### src/rtl/detector_colisiones_pkg.sv
// Shared codes for the game controller: top-level presente values, W_or_L
// encodings, the bonus obstacle type and the collision FSM states.
package detector_colisiones_pkg;

    localparam logic [2:0] P_OFF  = 3'd0;
    localparam logic [2:0] P_WLCM = 3'd1;
    localparam logic [2:0] P_CH   = 3'd2;
    localparam logic [2:0] P_GAME = 3'd3;
    localparam logic [2:0] P_WL   = 3'd4;
    localparam logic [2:0] P_PA   = 3'd5;

    localparam logic [1:0] WL_JUGANDO = 2'b00;
    localparam logic [1:0] WL_PERDIO  = 2'b01;
    localparam logic [1:0] WL_GANO    = 2'b10;

    localparam logic [4:0] TIPO_BONO_DEF = 5'd16;

    typedef enum logic [2:0] {
        S_IDLE,
        S_JUEGO,
        S_INVULN,
        S_PERDIO,
        S_GANO
    } estado_t;

    // GAME, WL and PA keep a game alive; anything else sends the FSM home.
    function automatic logic en_partida(input logic [2:0] p);
        return (p == P_GAME) || (p == P_WL) || (p == P_PA);
    endfunction

endpackage

### src/rtl/detector_colisiones_sincronizador_flanco.sv
// Two-flop synchronizer for a slow asynchronous level plus a registered
// one-clk pulse on its synchronized rising edge.
module sincronizador_flanco (
    input  logic clk,
    input  logic rst_n,
    input  logic d,
    output logic pulso
);

    logic meta_q, sync_q, prev_q, pulso_q;
    logic pulso_d;

    always_comb begin
        pulso_d = sync_q & ~prev_q;
    end

    always_ff @(posedge clk or negedge rst_n) begin
        if (!rst_n) begin
            meta_q  <= 1'b0;
            sync_q  <= 1'b0;
            prev_q  <= 1'b0;
            pulso_q <= 1'b0;
        end else begin
            meta_q  <= d;
            sync_q  <= meta_q;
            prev_q  <= sync_q;
            pulso_q <= pulso_d;
        end
    end

    assign pulso = pulso_q;

endmodule

### src/rtl/detector_colisiones.sv
// Hero/obstacle collision detector: lives, invulnerability window after a hit,
// bonus pickup through a 3-column pipeline, and win/lose reporting.
//   state    | meaning
//   S_IDLE   | no game running, lives reloaded, bonus pipeline empty
//   S_JUEGO  | playing, hits are taken
//   S_INVULN | playing, hits ignored until the tick counter expires
//   S_PERDIO | all lives lost, W_or_L=01 held
//   S_GANO   | all worlds cleared, W_or_L=10 held
module detector_colisiones
    import detector_colisiones_pkg::*;
#(
    parameter logic [1:0] VIDAS_INI = 2'd3,
    parameter logic [2:0] T_INVULN  = 3'd4,
    parameter logic [4:0] TIPO_BONO = TIPO_BONO_DEF,
    parameter logic [6:0] BONO_SEG  = 7'b0000001
) (
    input  logic        clk,
    input  logic        rst_n,
    input  logic        clk_obstaculos,
    input  logic [20:0] display_obs,
    input  logic [4:0]  tipo_obs,
    input  logic [2:0]  presente,
    input  logic [1:0]  mundo,
    input  logic [6:0]  heroe_seg,
    output logic [1:0]  W_or_L,
    output logic        bono_tomado,
    output logic [1:0]  vidas,
    output logic        golpe
);

    estado_t    estado_q, estado_d;
    logic [1:0] vidas_q, vidas_d;
    logic [2:0] cnt_q, cnt_d;
    logic [2:0] bp_q, bp_d;
    logic       bono_q, bono_d;
    logic       golpe_q, golpe_d;
    logic       tick, pausa, hit, bono_ok;
    logic       unused_cols;

    sincronizador_flanco u_sync_obs (
        .clk   (clk),
        .rst_n (rst_n),
        .d     (clk_obstaculos),
        .pulso (tick)
    );

    assign unused_cols = ^display_obs[20:7];
    assign pausa       = (presente == P_PA);
    // A bonus digit in column 0 is never an obstacle.
    assign hit         = ((display_obs[6:0] & heroe_seg) != 7'd0) && !bp_q[0];
    assign bono_ok     = bp_q[0] && ((heroe_seg & BONO_SEG) != 7'd0);

    always_comb begin
        estado_d = estado_q;
        vidas_d  = vidas_q;
        cnt_d    = cnt_q;
        bp_d     = bp_q;
        bono_d   = bono_q;
        golpe_d  = 1'b0;

        if (!en_partida(presente)) begin
            estado_d = S_IDLE;
            vidas_d  = VIDAS_INI;
            cnt_d    = 3'd0;
            bp_d     = 3'd0;
            bono_d   = 1'b0;
        end else if (!pausa) begin
            if (tick) begin
                bp_d   = {(tipo_obs == TIPO_BONO), bp_q[2:1]};
                bono_d = 1'b0;
            end
            case (estado_q)
                S_IDLE: begin
                    vidas_d = VIDAS_INI;
                    cnt_d   = 3'd0;
                    bp_d    = 3'd0;
                    bono_d  = 1'b0;
                    if (presente == P_GAME) estado_d = S_JUEGO;
                end
                S_JUEGO, S_INVULN: begin
                    if (bono_ok) begin
                        bono_d = 1'b1;
                        if (!tick) bp_d[0] = 1'b0;
                    end
                    if (mundo == 2'd3) begin
                        estado_d = S_GANO;
                    end else if (estado_q == S_JUEGO) begin
                        if (hit) begin
                            golpe_d = 1'b1;
                            if (vidas_q <= 2'd1) begin
                                vidas_d  = 2'd0;
                                estado_d = S_PERDIO;
                            end else begin
                                vidas_d  = vidas_q - 2'd1;
                                cnt_d    = T_INVULN;
                                estado_d = S_INVULN;
                            end
                        end
                    end else if (tick) begin
                        // Expiry and a coincident hit: the hit is dropped this clk.
                        cnt_d = (cnt_q != 3'd0) ? cnt_q - 3'd1 : 3'd0;
                        if (cnt_q <= 3'd1) estado_d = S_JUEGO;
                    end
                end
                default: ;
            endcase
        end
    end

    always_ff @(posedge clk or negedge rst_n) begin
        if (!rst_n) begin
            estado_q <= S_IDLE;
            vidas_q  <= VIDAS_INI;
            cnt_q    <= 3'd0;
            bp_q     <= 3'd0;
            bono_q   <= 1'b0;
            golpe_q  <= 1'b0;
        end else begin
            estado_q <= estado_d;
            vidas_q  <= vidas_d;
            cnt_q    <= cnt_d;
            bp_q     <= bp_d;
            bono_q   <= bono_d;
            golpe_q  <= golpe_d;
        end
    end

    always_comb begin
        case (estado_q)
            S_PERDIO: W_or_L = WL_PERDIO;
            S_GANO:   W_or_L = WL_GANO;
            default:  W_or_L = WL_JUGANDO;
        endcase
    end

    assign vidas       = vidas_q;
    assign bono_tomado = bono_q;
    assign golpe       = golpe_q;

endmodule

### config.mk
export PLATFORM = sky130hd
export DESIGN_NAME = detector_colisiones
export DESIGN_NICKNAME = d
export VERILOG_FILES = /design/src/rtl/detector_colisiones_pkg.sv /design/src/rtl/detector_colisiones_sincronizador_flanco.sv /design/src/rtl/detector_colisiones.sv
export SDC_FILE = /design/constraint.sdc
export NUM_CORES = 1
export LEC_CHECK = 0
export BUFFER_PORTS_ARGS = -buffer_cell sky130_fd_sc_hd__buf_2
export CAP_MARGIN = 20
export CORE_MARGIN = 2
export CORE_UTILIZATION = 40
export CTS_BUF_LIST = sky130_fd_sc_hd__clkbuf_4 sky130_fd_sc_hd__clkbuf_8
export DETAILED_ROUTE_END_ITERATION = 16
export GPL_ROUTABILITY_DRIVEN = 1
export GPL_TIMING_DRIVEN = 0
export PLACE_DENSITY = 0.71
export SYNTH_ARGS = -nofsm -noshare
export SYNTH_HDL_FRONTEND = slang
export SYNTH_SLANG_ARGS = --single-unit
### constraint.sdc
create_clock -name clk -period 2.6 [get_ports clk]
set_input_delay 0.26 -clock clk [delete_from_list [all_inputs] [get_ports clk]]
set_output_delay 0.26 -clock clk [all_outputs]
set_load 0.01 [all_outputs]
# ---- Word level (Yosys, flattened, before mapping)
# Cells that the tools add are included.
dict set report word_totals {
  ff_bits 17
  in_bits 41
  out_inout_bits 6
  wordCells 98
}
dict set report op_classes {
  add_sub_neg 2
  n_lt_le_gt_ge 2
  eq_ne 22
  muxes 45
  n_bitwise 3
  reduce_logical 13
}
# op count
set ops {}
lappend ops {{$mux W3} 19}
lappend ops {{$mux W2} 7}
lappend ops {{$mux W1} 13}
lappend ops {{$ne A3 B3 Y1 const B} 4}
lappend ops {{$pmux W3 S2} 2}
lappend ops {{$reduce_and A6 Y1} 2}
lappend ops {{$ne A5 B5 Y1 const B} 2}
lappend ops {{$eq A3 B2 Y1 const B} 3}
lappend ops {{$eq A3 B3 Y1 const B} 3}
lappend ops {{$ne A4 B4 Y1 const B} 2}
lappend ops {{$pmux W2 S2} 2}
lappend ops {{$and A7 B7 Y7} 1}
lappend ops {{$reduce_bool A7 Y1} 1}
lappend ops {{$ne A3 B1 Y1 const B} 2}
lappend ops {{$eq A5 B5 Y1 const B} 1}
lappend ops {{$ne A5 B4 Y1 const B} 1}
lappend ops {{$reduce_and A5 Y1} 1}
lappend ops {{$ne A4 B3 Y1 const B} 1}
lappend ops {{$pmux W1 S2} 2}
lappend ops {{$eq A3 B1 Y1 const B} 1}
lappend ops {{$le A3 B1 Y1 const B} 1}
lappend ops {{$logic_not A3 Y1} 1}
lappend ops {{$reduce_bool A3 Y1} 1}
lappend ops {{$sub A3 B1 Y3 const B} 1}
lappend ops {{11 further kinds} 13}

# ---- Depth between registers and ports, before layout
# Gate-level depths: netlist (run 1).
dict set report logic_depth {
  depth_word 9
  ltp_mapped 6
  depth_no_buf 5
}

# ---- Cells and area by module
# From an unflattened synthesis (run 1), not the netlist that was laid out.
dict set report unflattened {
  cells_unflattened 109
  hier_area_um2 1066.0
}
# mod instances cells_each area_per_inst_um2 seq_area_each_um2
set modules_own_cells {}
lappend modules_own_cells {detector_colisiones 1 104 952.2 327.8}
lappend modules_own_cells {sincronizador_flanco 1 5 113.9 100.1}

# ---- Least setup slack after synthesis (run 1)
# OpenSTA, ideal clock, no wires.
dict set report synth_timing {
  kind {register -> register}
  from {register estado_q[1]}
  to {register cnt_q[0]}
  setup_ns 0.125
  arrival_ns 1.676
  required_time_ns 2.475
  slack_ns 0.799
  path_stages_with_launch 7
  cell_sequence {dfrtp_1 > buf_6 > or4_4 > a22oi_4 > or2_2 > o221ai_2 > mux2_4}
}
dict set report synth_via {
  elab_chain_cells 6
  word_cells_on_any_way 15
  cone_classes {eq/ne (7); mux (5); reduce/logical (3)}
}
# item line_no
set synth_lines {}
lappend synth_lines {{start, declared} detector_colisiones.sv:31} ;# estado_t estado_q, estado_d;
lappend synth_lines {{start signal, assigned} detector_colisiones.sv:119} ;# estado_q <= estado_d;
lappend synth_lines {{$eq A3 B1 Y1} {detector_colisiones.sv:72, detector_colisiones.sv:87}}
lappend synth_lines {{$mux W3} detector_colisiones.sv:87} ;# end else if (estado_q == S_JUEGO) begin
lappend synth_lines {{$mux W3} detector_colisiones.sv:85} ;# if (mundo == 2'd3) begin
lappend synth_lines {{$pmux W3 S2} detector_colisiones.sv:72} ;# case (estado_q)
lappend synth_lines {{$mux W3} detector_colisiones.sv:67} ;# end else if (!pausa) begin
lappend synth_lines {{$mux W3} detector_colisiones.sv:61} ;# if (!en_partida(presente)) begin
lappend synth_lines {{end signal, assigned} detector_colisiones.sv:121} ;# cnt_q <= cnt_d;
lappend synth_lines {{end, declared} detector_colisiones.sv:33} ;# logic [2:0] cnt_q, cnt_d;
# Parallel ways exist; a longest one is shown, timed or not. The select of a mux whose other input is x is not followed.
# A chain may end at the register's enable or synchronous reset.

# ---- Worst setup path in the final report (run 1)
dict set report layout_timing {
  from {register estado_q[0]}
  to {register cnt_q[0]}
}
# The elaborated chain is that of the path after synthesis.

==> results of run 1 <==
[kinds of logic after synthesis]
kind of cell	share of synthesized area, %
AND/OR/NAND/NOR	19.9
XOR/XNOR	0.906
AO/OA/AOI/OAI	27.8
flip-flops	44.2
buffers and inverters	3.23
multiplexers	3.88
[sequential cells by signal, summed over array words and instances (netlist names), 2 cells and up]
| signal | flops |
|---|---|
| bp_q | 3 |
| cnt_q | 3 |
| estado_q | 3 |
| vidas | 2 |
[layer usage]
| layer | part of all wire [%] | wire (microns) |
|---|---|---|
| met5 | 0 | 0 |
| met4 | 0.60 | 12 |
| met3 | 4.5 | 91 |
| met2 | 48 | 964 |
| met1 | 47 | 938 |
[critical path, stage by stage, from the launching register on]
cell	delay [ns]
dfrtp_1	0.37
clkbuf_1	0.20
or3_1	0.42
a22oi_4	0.29
or2_2	0.18
o221ai_2	0.11
mux2_4	0.31
[layout by cell type, fill, tap and decap left out, types with 2 or more instances in the layout]
cell / count
a21o_1: 2
a21oi_1: 9
a22o_1: 2
a22oi_1: 3
and2_1: 4
buf_2: 33
clkbuf_1: 2
clkbuf_4: 3
dfrtp_1: 15
dfstp_2: 2
inv_1: 2
mux2_1: 2
nand2_1: 6
nor2_1: 8
nor2b_1: 2
nor3_1: 3
nor3b_1: 3
o21ai_0: 3
o21ai_1: 2
o21ai_2: 2
o31ai_1: 2
[power breakdown]
part,switching [mW],leakage (nW),internal (mW)
sequential,0.0102,0.221,0.282
clock,0.0813,0.0177,0.0571
combinational,0.0854,0.344,0.0715
[through the flow]
stage	utilization (%)	power (mW)
final	53.2	0.587
after global routing	53.2	0.622
after CTS	53.2	0.596
after detailed placement	51.6	0.454
after global placement	51.6	0.451
after floorplan	-	0.402
[worst paths after layout]
path                                   startpoint           endpoint  slack (ns)  depth (start not counted)
worst max-delay path                  estado_q[0]           cnt_q[0]        0.62                          6
worst min-delay path               clk_obstaculos  u_sync_obs.meta_q        0.07                          1
worst max register to register        estado_q[0]           cnt_q[0]        0.62                          6
worst min register to register  u_sync_obs.meta_q  u_sync_obs.sync_q        0.37                          0
max in group asynchronous                   rst_n           vidas[0]        1.87                          2
min in group asynchronous                   rst_n   u_sync_obs.pulso        0.42                          2
[layout make-up]
class / count / area [sq um]
sequential: 17 / 428
clock inverter: 1 / 5.00
multi-input combinational: 74 / 508
timing repair buffer: 33 / 170
fill: 221 / 1050
clock buffer: 3 / 22.5
inverter: 2 / 7.51
buffer: 4 / 23.8
tap: 28 / 35.0
==> results.cfg, run 1 <==
[run_status]
status = completed

[die]
initial_utilization_pct = 42.9
num_rows = 17
die-area_sq_um = 2830
die_x_microns = 53.2
core_sq_um = 2250
die_h_microns = 53.2
pin_count = 47

[setup_path]
startpoint_type = flip-flop
required_ns = 2.78
cp.arrival_ns = 2.16
critical_path_class = reg -> reg
path_max_fanout = 10
endpoint_kind = flip-flop

[place]
globalplace.congestion = 0.889
port_buffers = 32
pre_cts_ws_ns = 0.616
dpl_cell_area_sq_um = 1160
dp.cells = 157
hpwl_mm = 1.57

[logic_synthesis]
synth_edf_count = 0
synth.most_common_cell = dfrtp_1
synth.top_cells.by_count = 15 x dfrtp_1, 9 x a21oi_1, 8 x nor2_1
synth_top_area_share_pct = 38.8
synth_ff_type = dfrtp_1
syn_nets = 138
syn_inst = 97
yosysTopAreaCell = dfrtp_1
netlist_top_cells_area = dfrtp_1 39%, dfstp_2 5.4%, a21oi_1 4.7%
synth_cell_types = 42
ys_async_sr_fraction_pct = 100
synth_seq_cells = 17
netlist_area_sq_um = 967
ys_seq_area_share_pct = 44.2
synth-warning-count = 0
syn-mean-instance-area_sq_um = 9.97

[global_routing]
first_global_vias = 862
grt.total_usage_pct = 17.0
met3_usage_pct = 1.98
grt_first_pass_wirelength_mm = 3.49
overflow = 0
grt_max_degree = 18
gr-usage-met2_pct = 28.5
busiest_layer = met2
grt_use_met1_pct = 21.5
antenna_found_initial = 0

[cells_and_area]
area_growth_pct = 24.1
layout.cells.non_filler = 162
drive_gt1_share_pct = 35.8
design_area_sq_um = 1200
diodes = 0
fin_nets = 176

[sta]
setup_viol = 0
final_max_slew_viol_count = 0
fin_crit_sh_pct = 76.0
hold_violations = 0
setup_tns_ns = 0
hold-worst-slack_ns = 0.0729
relSlewSlack_pct = 71.4
layout_setup_ws_ns = 0.623
worstMarginPinSlew_ns = 0.428
rsz0062_at_grt = false
fin_worst_skew_ns = 0.00108
fmax_mhz = 506
layout_min_cycle_time_ns = 1.98

[cts]
cts.sinks = 17
max-clock-path-buffers = 2
cts_buffers = 3
clock_latency_ns = 0.28
cts_max_level = 1
ctsResizeCount = 0
clk_pin_slew_ns = 0.10
cts_hold_buf = 1
cts_tree = done
post_cts_buffers = 0
cts-root-buf = clkbuf_4

[hold_path]
hold_path_class = in -> reg

[run]
drv_cap = 0

[drt]
drtIter0Drc = 24
drt_first_pass_iters = 4
viasPerCell = 5.41
drt.antenna.violating_nets = 0
vias = 877
drcViolationCount = 0
wl_per_cell_microns = 12.4
wl_mm = 2.01

[power]
p_leak_nw = 0.582
ir_worst_vdd_uv = 377
cellPowerDensity_nw_per_um2 = 489
Power figures use the tool's default switching activity.
==> run 2: changes to the inputs <==
--- a/config.mk
+++ b/config.mk
@@ -13,7 +13,7 @@
 export DETAILED_ROUTE_END_ITERATION = 16
 export GPL_ROUTABILITY_DRIVEN = 1
 export GPL_TIMING_DRIVEN = 0
-export PLACE_DENSITY = 0.71
+export PLACE_DENSITY = 0.74
 export SYNTH_ARGS = -nofsm -noshare
 export SYNTH_HDL_FRONTEND = slang
 export SYNTH_SLANG_ARGS = --single-unit
==> constraint.sdc (replaced) <==
create_clock -name clk -period 1.7 [get_ports clk]
set_input_delay 0.17 -clock clk [delete_from_list [all_inputs] [get_ports clk]]
set_output_delay 0.17 -clock clk [all_outputs]
set_load 0.01 [all_outputs]
==> run 2 against run 1 <==
  * The run now ends with negative setup slack left
  * Power up 75%
  * Utilization up 11 points
  * Final cell count up 10%
  * Combinational power up 120%
  * First-iteration DRC count up 25%
  * Critical endpoint unchanged
  * Highest routed layer unchanged
==> results.cfg, run 2 (same netlist as run 1, synthesis figures left out) <==
[drt]
vias = 991
drcViolationCount = 0
drtIter0Drc = 30
wl_mm = 2.59
drt.antenna.violating_nets = 0
drt_first_pass_iters = 6
viasPerCell = 5.54
wl_per_cell_microns = 14.5

[setup_path]
critical_path_class = reg -> reg
endpoint_kind = flip-flop
startpoint_type = flip-flop
required_ns = 1.89
path_max_fanout = 5
cp.arrival_ns = 2.05

[cts]
cts.sinks = 17
clock_latency_ns = 0.29
cts_tree = done
cts-root-buf = clkbuf_4
max-clock-path-buffers = 2
cts_buffers = 3
cts_max_level = 1
clk_pin_slew_ns = 0.10

[sta]
final_max_slew_viol_count = 0
hold_violations = 0
layout_setup_ws_ns = -0.164
layout_min_cycle_time_ns = 1.86
setup_viol = 8
rsz0062_at_grt = true
hold-worst-slack_ns = 0.126
fin_crit_sh_pct = 110
worstMarginPinSlew_ns = 0.443
fin_worst_skew_ns = 0.00433
setup_tns_ns = -0.749
relSlewSlack_pct = 70.4
fmax_mhz = 536

[cells_and_area]
reg_top3 = bp_q: 3 flops, cnt_q: 3 flops, estado_q: 3 flops
diodes = 0
drive_gt1_share_pct = 55.0
utilization_pct = 64.5
fin_nets = 193
nFillCells = 186
final_cell_mix = 33 x buf_2, 13 x buf_4, 12 x dfrtp_1, 8 x a21oi_1, 6 x nor2_1
area_growth_pct = 50.5
layout_commonest_cell = buf_2

[hold_path]
hold_path_class = in -> reg

[power]
ir_worst_vdd_uv = 775
switching_share_pct = 31.7
internal_power_mw = 0.702
pwr-share-comb_pct = 32.9
p_clk_share_pct = 21.2
p_seq_share_pct = 45.9
switching_power_mw = 0.325
p_leak_nw = 0.698
cellPowerDensity_nw_per_um2 = 706

[global_routing]
grt_first_pass_wirelength_mm = 4.03
antenna_found_initial = 0
grt_max_degree = 18
overflow = 0
grt.total_usage_pct = 19.8
first_global_vias = 863

[place]
hpwl_mm = 1.74
globalplace.congestion = 0.895
port_buffers = 32

[die]
initial_utilization_pct = 42.9
die_x_microns = 53.2
num_rows = 17
pin_count = 47
core_sq_um = 2250
die-area_sq_um = 2830
die_h_microns = 53.2

[run]
drv_cap = 0

[run_status]
violations = negative setup slack
status = finished with violations
run 2: final cells by class:
| class | count | area (sq um) | area share (%) |
|---|---|---|---|
| clock buffers | 3 | 22.5 | 1.55 |
| repair buffers | 52 | 334 | 23.0 |
| inverters | 2 | 7.51 | 0.516 |
| multi-input cells | 74 | 607 | 41.7 |
| plain buffers | 2 | 12.5 | 0.860 |
| well taps | 28 | 35.0 | 2.41 |
| clock inverters | 1 | 5.00 | 0.344 |
| flip-flops and latches | 17 | 432 | 29.7 |
run 2: per-stage QoR:
step	area (sq um)	total power, mW	setup slack, ns	instances
after CTS	1290	0.949	-0.168	169
after detailed placement	1160	0.699	-0.279	157
after global routing	1460	1.09	-0.190	179
after floorplan	967	0.615	-0.101	97
final	1460	1.03	-0.164	179
after global placement	1160	0.689	-0.236	157
run 2: worst paths after layout:
| kind | from | end | slack, ns | cells after the start |
|---|---|---|---|---|
| worst max register to register | estado_q[1] | cnt_q[0] | -0.16 | 5 |
| worst min register to register | u_sync_obs.meta_q | u_sync_obs.sync_q | 0.37 | 0 |
| max in group asynchronous | rst_n | vidas[1] | 1.07 | 2 |
| worst min-delay path | tipo_obs[4] | bp_q[2] | 0.13 | 2 |
| min in group asynchronous | rst_n | cnt_q[2] | 0.32 | 2 |
| worst max-delay path | estado_q[1] | cnt_q[0] | -0.16 | 5 |
run 2: repair_timing:
| action | CTS | global route |
|---|---|---|
| pin swaps | 3 | 10 |
| hold endpoints to repair | 16 | 0 |
| endpoints found under the setup margin | 8 | 10 |
| setup buffers | 7 | 12 |
| gates resized for setup | 8 | 24 |
| hold buffers | 2 | 0 |
run 2: critical path, cell delays in order (launching register included):
cell and delay [ns]:
dfrtp_2 0.45, or4_4 0.53, a22oi_4 0.20, or2_4 0.18
o221ai_4 0.09, mux2_4 0.30
run 2: power groups by stage:
stage	combinational [mW]	clock (mW)	sequential, mW
after global placement	0.235	0	0.454
after global routing	0.367	0.245	0.475
after CTS	0.269	0.220	0.459
after floorplan	0.161	0	0.455
final	0.338	0.217	0.472
after detailed placement	0.243	0	0.456
run 2: per-layer routing:
metal / wire, microns / global-route usage (%)
met4: 13 / 3.85
met1: 1130 / 23.9
met3: 80 / 5.08
met2: 1370 / 35.2
met5: 0 / 0
==> run 3: changes to the inputs <==
--- a/config.mk
+++ b/config.mk
@@ -6,10 +6,10 @@
 export NUM_CORES = 1
 export LEC_CHECK = 0
 export BUFFER_PORTS_ARGS = -buffer_cell sky130_fd_sc_hd__buf_2
-export CAP_MARGIN = 20
 export CORE_MARGIN = 2
 export CORE_UTILIZATION = 40
 export CTS_BUF_LIST = sky130_fd_sc_hd__clkbuf_4 sky130_fd_sc_hd__clkbuf_8
+export CTS_CLUSTER_DIAMETER = 100
 export DETAILED_ROUTE_END_ITERATION = 16
 export GPL_ROUTABILITY_DRIVEN = 1
 export GPL_TIMING_DRIVEN = 0
==> constraint.sdc (replaced) <==
create_clock -name clk -period 1.5 [get_ports clk]
set_input_delay 0.15 -clock clk [delete_from_list [all_inputs] [get_ports clk]]
set_output_delay 0.15 -clock clk [all_outputs]
set_load 0.01 [all_outputs]
==> run 3 against run 2 <==
  * The run still ends with negative setup slack left
  * First-iteration DRC count fell by 43%
  * Setup slack got worse by 0.18 ns
  * Global-route usage fell by 0.63 points
  * Register-to-register slack got worse by 0.18 ns
  * Wire length fell by 4.4%
  * Critical endpoint unchanged
  * Sequential share of layout area rose by 1.8 points
==> results.cfg, run 3 (same netlist as run 1, synthesis figures left out) <==
[sta]
fin_worst_skew_ns = 0.00511
setup_tns_ns = -2.11
final_max_slew_viol_count = 0
worstMarginPinSlew_ns = 0.403
relSlewSlack_pct = 73.1
fin_crit_sh_pct = 123
hold_violations = 0
layout_setup_ws_ns = -0.341
setup_viol = 10
rsz0062_at_grt = true
fmax_mhz = 543
layout_min_cycle_time_ns = 1.84

[cts]
max-clock-path-buffers = 2
cts_buffers = 3
cts.sinks = 17
clock_latency_ns = 0.30
clk_pin_slew_ns = 0.11
cts_max_level = 1
cts-root-buf = clkbuf_4
cts_tree = done

[cells_and_area]
layout.cells.non_filler = 170
design_area_sq_um = 1370
layout_commonest_cell = buf_2
drive_gt1_share_pct = 50.0
final_cell_mix = 33 x buf_2, 12 x dfrtp_1, 7 x buf_4
area_growth_pct = 41.7
reg_top3 = bp_q: 3 flops, cnt_q: 3 flops, estado_q: 3 flops
utilization_pct = 60.8
diodes = 0
fin_nets = 184

[drt]
vias = 939
viasPerCell = 5.52
drt_first_pass_iters = 5
wl_per_cell_microns = 14.6
drcViolationCount = 0
drt.antenna.violating_nets = 0
wl_mm = 2.48
drtIter0Drc = 17

[place]
hpwl_mm = 1.64
globalplace.congestion = 0.910
dp.cells = 157
port_buffers = 32
dpl_cell_area_sq_um = 1170

[global_routing]
first_global_vias = 900
antenna_found_initial = 0
grt.total_usage_pct = 19.1
overflow = 0
grt_max_degree = 18
grt_first_pass_wirelength_mm = 3.86

[die]
die_x_microns = 53.2
die-area_sq_um = 2830
core_sq_um = 2250
pin_count = 47
initial_utilization_pct = 42.9
die_h_microns = 53.2
num_rows = 17

[power]
cellPowerDensity_nw_per_um2 = 825
finalPower_mw = 1.13
ir_worst_vdd_uv = 609
p_leak_nw = 0.639

[setup_path]
endpoint_kind = flip-flop
startpoint_type = flip-flop
critical_path_class = reg -> reg
path_max_fanout = 4
required_ns = 1.70
cp.arrival_ns = 2.04

[run_status]
status = finished with violations
violations = negative setup slack

[hold_path]
hold_path_class = in -> reg

[run]
drv_cap = 0
## run 3: cell count changes in the layout (fill, tap and decap cells not counted), sizes merged
cell,previous run,this run
buf,51,42
## run 3: where the power goes
group          internal [mW]  switching, mW  leakage (nW)
logic                  0.177          0.166         0.405
clock network         0.0994          0.157        0.0177
registers              0.490         0.0406         0.216
## run 3: layout make-up
cell class                 instances  area [sq um]
timing repair buffer              43           255
clock inverter                     1          5.00
tap                               28          35.0
multi-input combinational         74           601
buffer                             2          12.5
inverter                           2          7.51
fill                             200           885
clock buffer                       3          22.5
sequential                        17           432
## run 3: final timing paths
check / from / endpoint / slack [ns] / cells after the start
worst max register to register: estado_q[2] / cnt_q[0] / -0.34 / 5
min in group asynchronous: rst_n / u_sync_obs.sync_q / 0.29 / 2
max in group asynchronous: rst_n / vidas[1] / 0.90 / 2
worst min register to register: u_sync_obs.meta_q / u_sync_obs.sync_q / 0.38 / 0
worst min-delay path: tipo_obs[4] / bp_q[2] / 0.10 / 2
worst max-delay path: estado_q[2] / cnt_q[0] / -0.34 / 5
## run 3: timing repair
| action | CTS | global route |
|---|---|---|
| buffers inserted | 4 | 5 |
| endpoints found under the setup margin | 10 | 13 |
| hold endpoints to repair | 16 | 0 |
| hold buffers | 2 | 0 |
| gates resized for setup | 8 | 15 |
| pin swaps | 3 | 5 |
## run 3: per-stage QoR
stage	worst slack, ns	hold WS, ns
2_1_floorplan	-0.301	-0.146
3_3_place_gp	-0.418	0.0838
3_5_place_dp	-0.405	0.0952
4_1_cts	-0.377	0.0996
5_1_grt	-0.387	0.110
6_report	-0.341	0.104
## run 3: critical path, stage by stage (launching register included)
cell and delay [ns]:
dfrtp_2 0.44, or4_4 0.53, a22oi_4 0.19, or2_4 0.18
o221ai_4 0.10, mux2_4 0.31
## run 3: metal layers
metal | wire length, microns | up-vias | track usage [%]
met3 | 89 | 7 | 2.54
met1 | 1030 | 451 | 22.4
met2 | 1290 | 22 | 33.3
met4 | 63 | 0 | 10.7
met5 | 0 | - | 0
li1 | - | 459 | -
